--- src/rtl/dx_latch.sv ---
// dx_latch: decode-to-execute pipeline register with flush, execute back-pressure and load-use bubbles.
// Define DX_HAZARD_DETECT_EN to enable load-use detection, bubble insertion and bubble_count.
module dx_latch #(
    parameter logic [31:0] NOP   = 32'h0000_0000,
    parameter int          CNT_W = 16
) (
    input  logic             clock,
    input  logic             reset,
    input  logic [31:0]      d_instruction,
    input  logic [31:0]      d_pc,
    input  logic [31:0]      d_reg_a,
    input  logic [31:0]      d_reg_b,
    input  logic             d_valid,
    input  logic             ex_stall,
    input  logic             flush,
    output logic [31:0]      x_instruction,
    output logic [31:0]      x_pc,
    output logic [31:0]      x_reg_a,
    output logic [31:0]      x_reg_b,
    output logic             x_valid,
    output logic             fd_stall,
    output logic [CNT_W-1:0] bubble_count
);
    typedef enum logic [1:0] {UPD_LOAD, UPD_BUBBLE, UPD_HOLD, UPD_FLUSH} upd_e;

    upd_e        upd_s;
    logic        hazard_s;
    logic [31:0] instr_q, instr_d;
    logic [31:0] pc_q, pc_d;
    logic [31:0] reg_a_q, reg_a_d;
    logic [31:0] reg_b_q, reg_b_d;
    logic        valid_q, valid_d;

`ifdef DX_HAZARD_DETECT_EN
    localparam logic [4:0] OP_LW = 5'b01000;

    logic [CNT_W-1:0] cnt_q, cnt_d;

    // fields = instruction[31:12]: opcode, rd, rs, rt; true if the instruction reads register r
    function automatic logic reads_reg(input logic [19:0] fields, input logic [4:0] r);
        logic [4:0] op;
        logic [4:0] rd;
        logic [4:0] rs;
        logic [4:0] rt;
        logic       rs_used;
        logic       rt_used;
        logic       rd_used;
        op = fields[19:15];
        rd = fields[14:10];
        rs = fields[9:5];
        rt = fields[4:0];
        case (op)
            5'b00000, 5'b00101, 5'b00111, 5'b01000, 5'b00010, 5'b00110: rs_used = 1'b1;
            default:                                                   rs_used = 1'b0;
        endcase
        rt_used = (op == 5'b00000);
        case (op)
            5'b00111, 5'b00010, 5'b00110, 5'b00100: rd_used = 1'b1;
            default:                                rd_used = 1'b0;
        endcase
        reads_reg = (rs_used && (rs == r)) || (rt_used && (rt == r)) || (rd_used && (rd == r));
    endfunction

    // Load-use hazard: a valid lw with nonzero rd sits in x and decode reads that rd
    always_comb begin
        hazard_s = 1'b0;
        if (valid_q && (instr_q[31:27] == OP_LW) && (instr_q[26:22] != 5'd0) && d_valid) begin
            hazard_s = reads_reg(d_instruction[31:12], instr_q[26:22]);
        end else begin
            hazard_s = 1'b0;
        end
    end

    // Saturating bubble counter: only a real bubble insertion advances it
    always_comb begin
        cnt_d = cnt_q;
        if ((upd_s == UPD_BUBBLE) && (cnt_q != {CNT_W{1'b1}})) begin
            cnt_d = cnt_q + {{(CNT_W-1){1'b0}}, 1'b1};
        end else begin
            cnt_d = cnt_q;
        end
    end

    // Bubble counter register
    always_ff @(posedge clock or posedge reset) begin
        if (reset) begin
            cnt_q <= {CNT_W{1'b0}};
        end else begin
            cnt_q <= cnt_d;
        end
    end

    assign bubble_count = cnt_q;
`else
    assign hazard_s     = 1'b0;
    assign bubble_count = {CNT_W{1'b0}};
`endif

    // Update selection: flush beats ex_stall, which beats a hazard bubble
    always_comb begin
        upd_s = UPD_LOAD;
        if (flush) begin
            upd_s = UPD_FLUSH;
        end else if (ex_stall) begin
            upd_s = UPD_HOLD;
        end else if (hazard_s) begin
            upd_s = UPD_BUBBLE;
        end else begin
            upd_s = UPD_LOAD;
        end
    end

    // Next-state of the latched slot
    always_comb begin
        instr_d = instr_q;
        pc_d    = pc_q;
        reg_a_d = reg_a_q;
        reg_b_d = reg_b_q;
        valid_d = valid_q;
        case (upd_s)
            UPD_FLUSH, UPD_BUBBLE: begin
                instr_d = NOP;
                pc_d    = 32'h0000_0000;
                reg_a_d = 32'h0000_0000;
                reg_b_d = 32'h0000_0000;
                valid_d = 1'b0;
            end
            UPD_LOAD: begin
                instr_d = d_instruction;
                pc_d    = d_pc;
                reg_a_d = d_reg_a;
                reg_b_d = d_reg_b;
                valid_d = d_valid;
            end
            UPD_HOLD: begin
                instr_d = instr_q;
                pc_d    = pc_q;
                reg_a_d = reg_a_q;
                reg_b_d = reg_b_q;
                valid_d = valid_q;
            end
            default: begin
                instr_d = instr_q;
                pc_d    = pc_q;
                reg_a_d = reg_a_q;
                reg_b_d = reg_b_q;
                valid_d = valid_q;
            end
        endcase
    end

    // Pipeline register
    always_ff @(posedge clock or posedge reset) begin
        if (reset) begin
            instr_q <= NOP;
            pc_q    <= 32'h0000_0000;
            reg_a_q <= 32'h0000_0000;
            reg_b_q <= 32'h0000_0000;
            valid_q <= 1'b0;
        end else begin
            instr_q <= instr_d;
            pc_q    <= pc_d;
            reg_a_q <= reg_a_d;
            reg_b_q <= reg_b_d;
            valid_q <= valid_d;
        end
    end

    assign x_instruction = instr_q;
    assign x_pc          = pc_q;
    assign x_reg_a       = reg_a_q;
    assign x_reg_b       = reg_b_q;
    assign x_valid       = valid_q;
    assign fd_stall      = ~flush & (ex_stall | hazard_s);
endmodule

--- config.mk ---
export PLATFORM = sky130hd
export DESIGN_NAME = dx_latch
export DESIGN_NICKNAME = d
export VERILOG_FILES = /design/src/rtl/dx_latch.sv
export SDC_FILE = /design/constraint.sdc
export NUM_CORES = 1
export LEC_CHECK = 0
export BUFFER_PORTS_ARGS = -buffer_cell sky130_fd_sc_hd__buf_2
export CORE_MARGIN = 2
export CORE_UTILIZATION = 47
export CTS_BUF_LIST = sky130_fd_sc_hd__clkbuf_8
export CTS_CLUSTER_SIZE = 8
export DETAILED_ROUTE_END_ITERATION = 8
export PLACE_DENSITY_LB_ADDON = 0.15
export SYNTH_ARGS = -nofsm -noshare
export SYNTH_HDL_FRONTEND = slang
export SYNTH_SLANG_ARGS = --single-unit
--- constraint.sdc ---
create_clock -name clock -period 5.34 [get_ports clock]
set_input_delay 1.068 -clock clock [delete_from_list [all_inputs] [get_ports clock]]
set_output_delay 1.068 -clock clock [all_outputs]
set_load 0.03 [all_outputs]
==> flow_summary.ini, run 1 <==
[status]
outcome = complete, no violations

[cts]
cts_tree = done
clk_latency_ns = 0.43
cts_htree_levels = 4
clkTransAtPathRegs_ns = 0.07
cts_resized = 0
clock_sinks = 129
postCtsSetupBuffers = 0
cts_hold_buf = 0
cts-root-buf = clkbuf_8
cts_buffers = 17
cts_buffer_depth = 2

[min_path]
hold_path.class = flip-flop to flip-flop
hold_end = x_pc[19]
hold_path_depth = 2
min_from = x_pc[19]

[sta]
hold_viol_final = 0
finalClockSkew_ns = 0
worst_slew_pin_slew_ns = 0.943
worst_slew_margin_rel = 0.371
setup_viol = 0
rsz0062_at_grt = no
period_share = 0.551
max_freq_ghz = 0.340
slew_violations = 0
fin_crit_ns = 2.94
fin_tns_setup_ns = 0

[synth]
synthFlopType = dfrtp_1
yosysSeqAreaShare = 0.594
synth-edff-count = 0
synth_top_cell_by_area = dfrtp_1
netlist_instances = 435
synth.cell_area_um2 = 5440
synth.distinct_cells = 11
synth_common_cells = dfrtp_1, mux2i_1, nor2_1
synth_warnings = 0
synthTopCellsByArea = dfrtp_1, mux2i_1, nor2_1
syn_area_per_cell_um2 = 12.5
async_flop_share = 1.00
synth-seq-cells = 129
synth_top_area_frac = 0.594

[route]
post_drt_wl_per_cell_um = 15.2
drt-total-wl_um = 12800
drt_iter0_drc = 237
viasPerCell = 4.73
dr.pass1.iters = 4
drc_errors = 0
num_vias = 4010
ant_nets = 0

[global_route]
gr-total-overflow = 0
grt_start_max_net_pins = 69
grt_pass1_wl_um = 20800
antenna_found_initial = 0
grt_pass1_vias = 4161
grt_usage = 0.213

[die]
fp-row-count = 39
initial_utilization = 0.478
design.die.area_um2 = 12400
pin_count = 279
die_w_um = 112
core_area_um2 = 11400
fp.dieH_um = 112

[pwr]
p_int_w = 0.00168
p_per_area_nw_per_um2 = 332
ir_worst_vdd_mv = 0.226
p_clk_frac = 0.380
switchingPower_w = 0.000657
leakage_nw = 4.19
power_frac_seq = 0.453
combPwrFrac = 0.167
swShare = 0.281

[critical_path]
worstSetupStartpointType = input port
max_stage_delay_ns = 0.50
slowest_stage = buf_4
crit_type = input port to output pin
r2r_setup_slack_ns = 4.58
cp_max_fo = 64
crit_arrival_ns = 1.87
cp_cell_sequence = buf_4, nor2b_1, buf_2
crit_path_end_kind = output pin
rr_worst_depth = 2
cp_data_required_time_ns = 4.27
worstReg2RegStart = x_reg_b[2]
r2r-end = x_reg_b[2]

[placement]
gp_congestion = 0.785
port_buffers = 262
dpl.cell_count = 815
dp_hpwl_um = 9120

[finish]
n_fill_cell = 976
layout.nets = 824
diodes = 0
final_layout_size_suffix_gt1_frac = 0.426
final_core_util = 0.620
area_growth_pct = 29.6
final_cells = 847

[flow_run]
maxCapViolCount = 0
stage by stage:
step	power [W]	hold WS (ns)	worst slack (ns)	instance area, um^2
floorplan	0.00136	0.711	0.831	5490
CTS	0.00237	0.522	2.37	7050
finish	0.00234	0.518	2.40	7050
global route	0.00245	0.542	2.33	7050
detailed placement	0.00147	0.506	2.38	6610
global placement	0.00147	0.498	2.38	6610
flip-flops by register name, summed over array words and instances (netlist names):
name,flops
x_reg_a,32
x_reg_b,32
x_pc,32
x_instruction,32
x_valid,1
cell families after synthesis:
family | after synthesis | share of synthesized area
AND/OR/NAND/NOR | 130 | 0.0902
multiplexers | 129 | 0.238
flip-flops | 129 | 0.594
buffers and inverters | 46 | 0.0778
other | 1 | 0.000690
power groups by stage:
| stage | sequential, W | combinational, W | clock [W] |
|---|---|---|---|
| detailed placement | 0.00108 | 0.000396 | 0 |
| global placement | 0.00107 | 0.000390 | 0 |
| global route | 0.00107 | 0.000424 | 0.000959 |
| finish | 0.00106 | 0.000392 | 0.000889 |
| floorplan | 0.00119 | 0.000172 | 0 |
| CTS | 0.00106 | 0.000397 | 0.000909 |
layout make-up:
class	instances	area [um^2]	share of cell area
clock buffers	22	303	0.0430
clock inverters	10	130	0.0185
repair buffers	267	1360	0.193
multi-input cells	275	1840	0.261
flip-flops and latches	129	3230	0.458
inverters	1	6.26	0.000888
well taps	143	179	0.0254
routing by layer:
metal,track usage,vias to the layer above,share of wire
li1,-,1906,-
met4,0.0905,0,0.028
met2,0.351,171,0.50
met5,0,-,0
met3,0.0735,28,0.078
met1,0.257,1905,0.39
worst max path at each step:
stage | to | slack (ns) | depth (start not counted) | start
after global routing | fd_stall | 2.33 | 3 | flush
final | fd_stall | 2.40 | 3 | flush
after floorplan | x_instruction[0] | 0.83 | 1 | reset
after global placement | fd_stall | 2.38 | 3 | flush
after detailed placement | fd_stall | 2.38 | 3 | flush
after CTS | fd_stall | 2.37 | 3 | flush
cells in the final DEF (no fill, tap or decap), drive strengths merged:
master,n
buf,267
mux2i,129
nor2,129
dfrtp,129
clkbuf,22
conb,16
clkinv,5
bufinv,3
clkinvlp,2
nor2b,1
inv,1
worst max-delay path, delay by kind of cell:
kind,cells,cell delay [ns]
simple gates,1,0.10
buf+inv,2,0.70
Power figures use the tool's default switching activity.
==> inputs of run 2 (changes only) <==
==> constraint.sdc (replaced) <==
create_clock -name clock -period 3.1 [get_ports clock]
set_input_delay 0.62 -clock clock [delete_from_list [all_inputs] [get_ports clock]]
set_output_delay 0.62 -clock clock [all_outputs]
set_load 0.03 [all_outputs]
==> run 2 against run 1 <==
Register-to-register slack lost 2.2 ns. Sequential cell count is the same. Via count grew 2.0%. Sequential power grew 73%. Worst hold slack lost 0.33 ns. Wire length shrank 1.2%. Largest power group unchanged. Clock skew is the same. First-iteration DRC count shrank 42%. Critical endpoint unchanged. Global-route usage shrank 0.92 points.
==> flow_summary.ini, run 2 (same netlist as run 1, synthesis figures left out) <==
[status]
outcome = complete, no violations

[route]
dr.pass1.iters = 5
drt-total-wl_um = 12700
ant_nets = 0
viasPerCell = 4.82
num_vias = 4089
dr_wl_met3_um = 1130
wl_met1_um = 4840
drc_errors = 0
post_drt_wl_per_cell_um = 15.0
drt_iter0_drc = 137
met2_length_um = 6390
routed.top_layer = met4

[critical_path]
max_stage_delay_ns = 0.22
slowest_stage = buf_4
cp_cell_sequence = buf_4, nor2b_1, buf_2
worstSetupStartpointType = input port
r2r_setup_slack_ns = 2.37
cp_data_required_time_ns = 2.48
cpLargestDelayFamily = buffers and inverters
worst-path-buf-inv = 2
crit_type = input port to output pin
worstReg2RegStart = x_valid
r2r-end = x_valid
crit_arrival_ns = 1.22
cp_max_fo = 31
cp-startpoint = flush
rr_worst_depth = 2
crit_path_end_kind = output pin

[flow_run]
maxCapViolCount = 0

[finish]
area_growth_pct = 29.0
layout.nets = 824
layout_commonest_cell = buf_2
final_layout_size_suffix_gt1_frac = 0.419
final_cell_mix = buf_2, mux2i_1, nor2_1, dfrtp_1, clkbuf_8

[sta]
finalClockSkew_ns = 0
setup_viol = 0
holdWs_ns = 0.186
hold_viol_final = 0
rsz0062_at_grt = no
period_share = 0.594
worst_slew_pin_slew_ns = 0.878
fin_tns_setup_ns = 0
worst_slew_margin_rel = 0.415
fin_crit_ns = 1.84
slew_violations = 0
max_freq_ghz = 0.543

[cts]
cts_hold_buf = 0
clkTransAtPathRegs_ns = 0.07
postCtsSetupBuffers = 0
clock_sinks = 129
cts_buffers = 17
clk_latency_ns = 0.43
cts_htree_levels = 4
cts-root-buf = clkbuf_8
cts_buffer_depth = 2
cts_tree = done
cts_resized = 0

[die]
die_w_um = 112
core_area_um2 = 11400
design.die.area_um2 = 12400
initial_utilization = 0.478
pin_count = 279
fp.dieH_um = 112
fp-row-count = 39

[placement]
gp_congestion = 0.803
dp_hpwl_um = 9030
port_buffers = 262

[global_route]
grt_start_max_net_pins = 130
gr-total-overflow = 0
grt_pass1_vias = 4106
grt_pass1_wl_um = 20100
grt_usage = 0.204
antenna_found_initial = 1

[min_path]
hold_path.class = input port to asynchronous set/reset pin

[pwr]
p_per_area_nw_per_um2 = 546
leakage_nw = 4.19
ir_worst_vdd_mv = 0.315
[run 2: area by class of cell]
cell class              count  area, um^2
diodes                      1        2.50
inverters                   1        7.51
repair buffers            267        1380
well taps                 143         179
multi-input cells         275        1840
clock buffers              22         303
clock inverters            10        68.8
flip-flops and latches    129        3230
fillers                   979        4360
[run 2: power by group]
group | internal (W) | switching [W]
registers | 0.00178 | 0.0000497
clock network | 0.000721 | 0.000602
logic | 0.000232 | 0.000445
total | 0.00273 | 0.00110
[run 2: stage by stage]
step	total power, W	area [um^2]	setup WS (ns)	std cells	util
after floorplan	0.00234	5500	0.885	450	-
after global placement	0.00253	6640	1.23	815	0.584
after detailed placement	0.00254	6640	1.18	815	0.584
after CTS	0.00387	7010	1.23	847	0.617
after global routing	0.00400	7010	1.19	848	0.617
final	0.00383	7010	1.26	848	0.617
[run 2: how the worst max path moves through the flow]
stage,cells after the start,slack (ns),to
after floorplan,1,0.88,x_instruction[0]
after global placement,4,1.23,x_instruction[1]
after detailed placement,4,1.18,x_instruction[1]
after CTS,3,1.23,fd_stall
after global routing,3,1.19,fd_stall
final,3,1.26,fd_stall
[run 2: layer usage]
metal  GRT usage  vias up
met5           0        -
met4      0.0872        0
met3      0.0784       26
met2       0.344      190
met1       0.234     1962
li1            -     1911
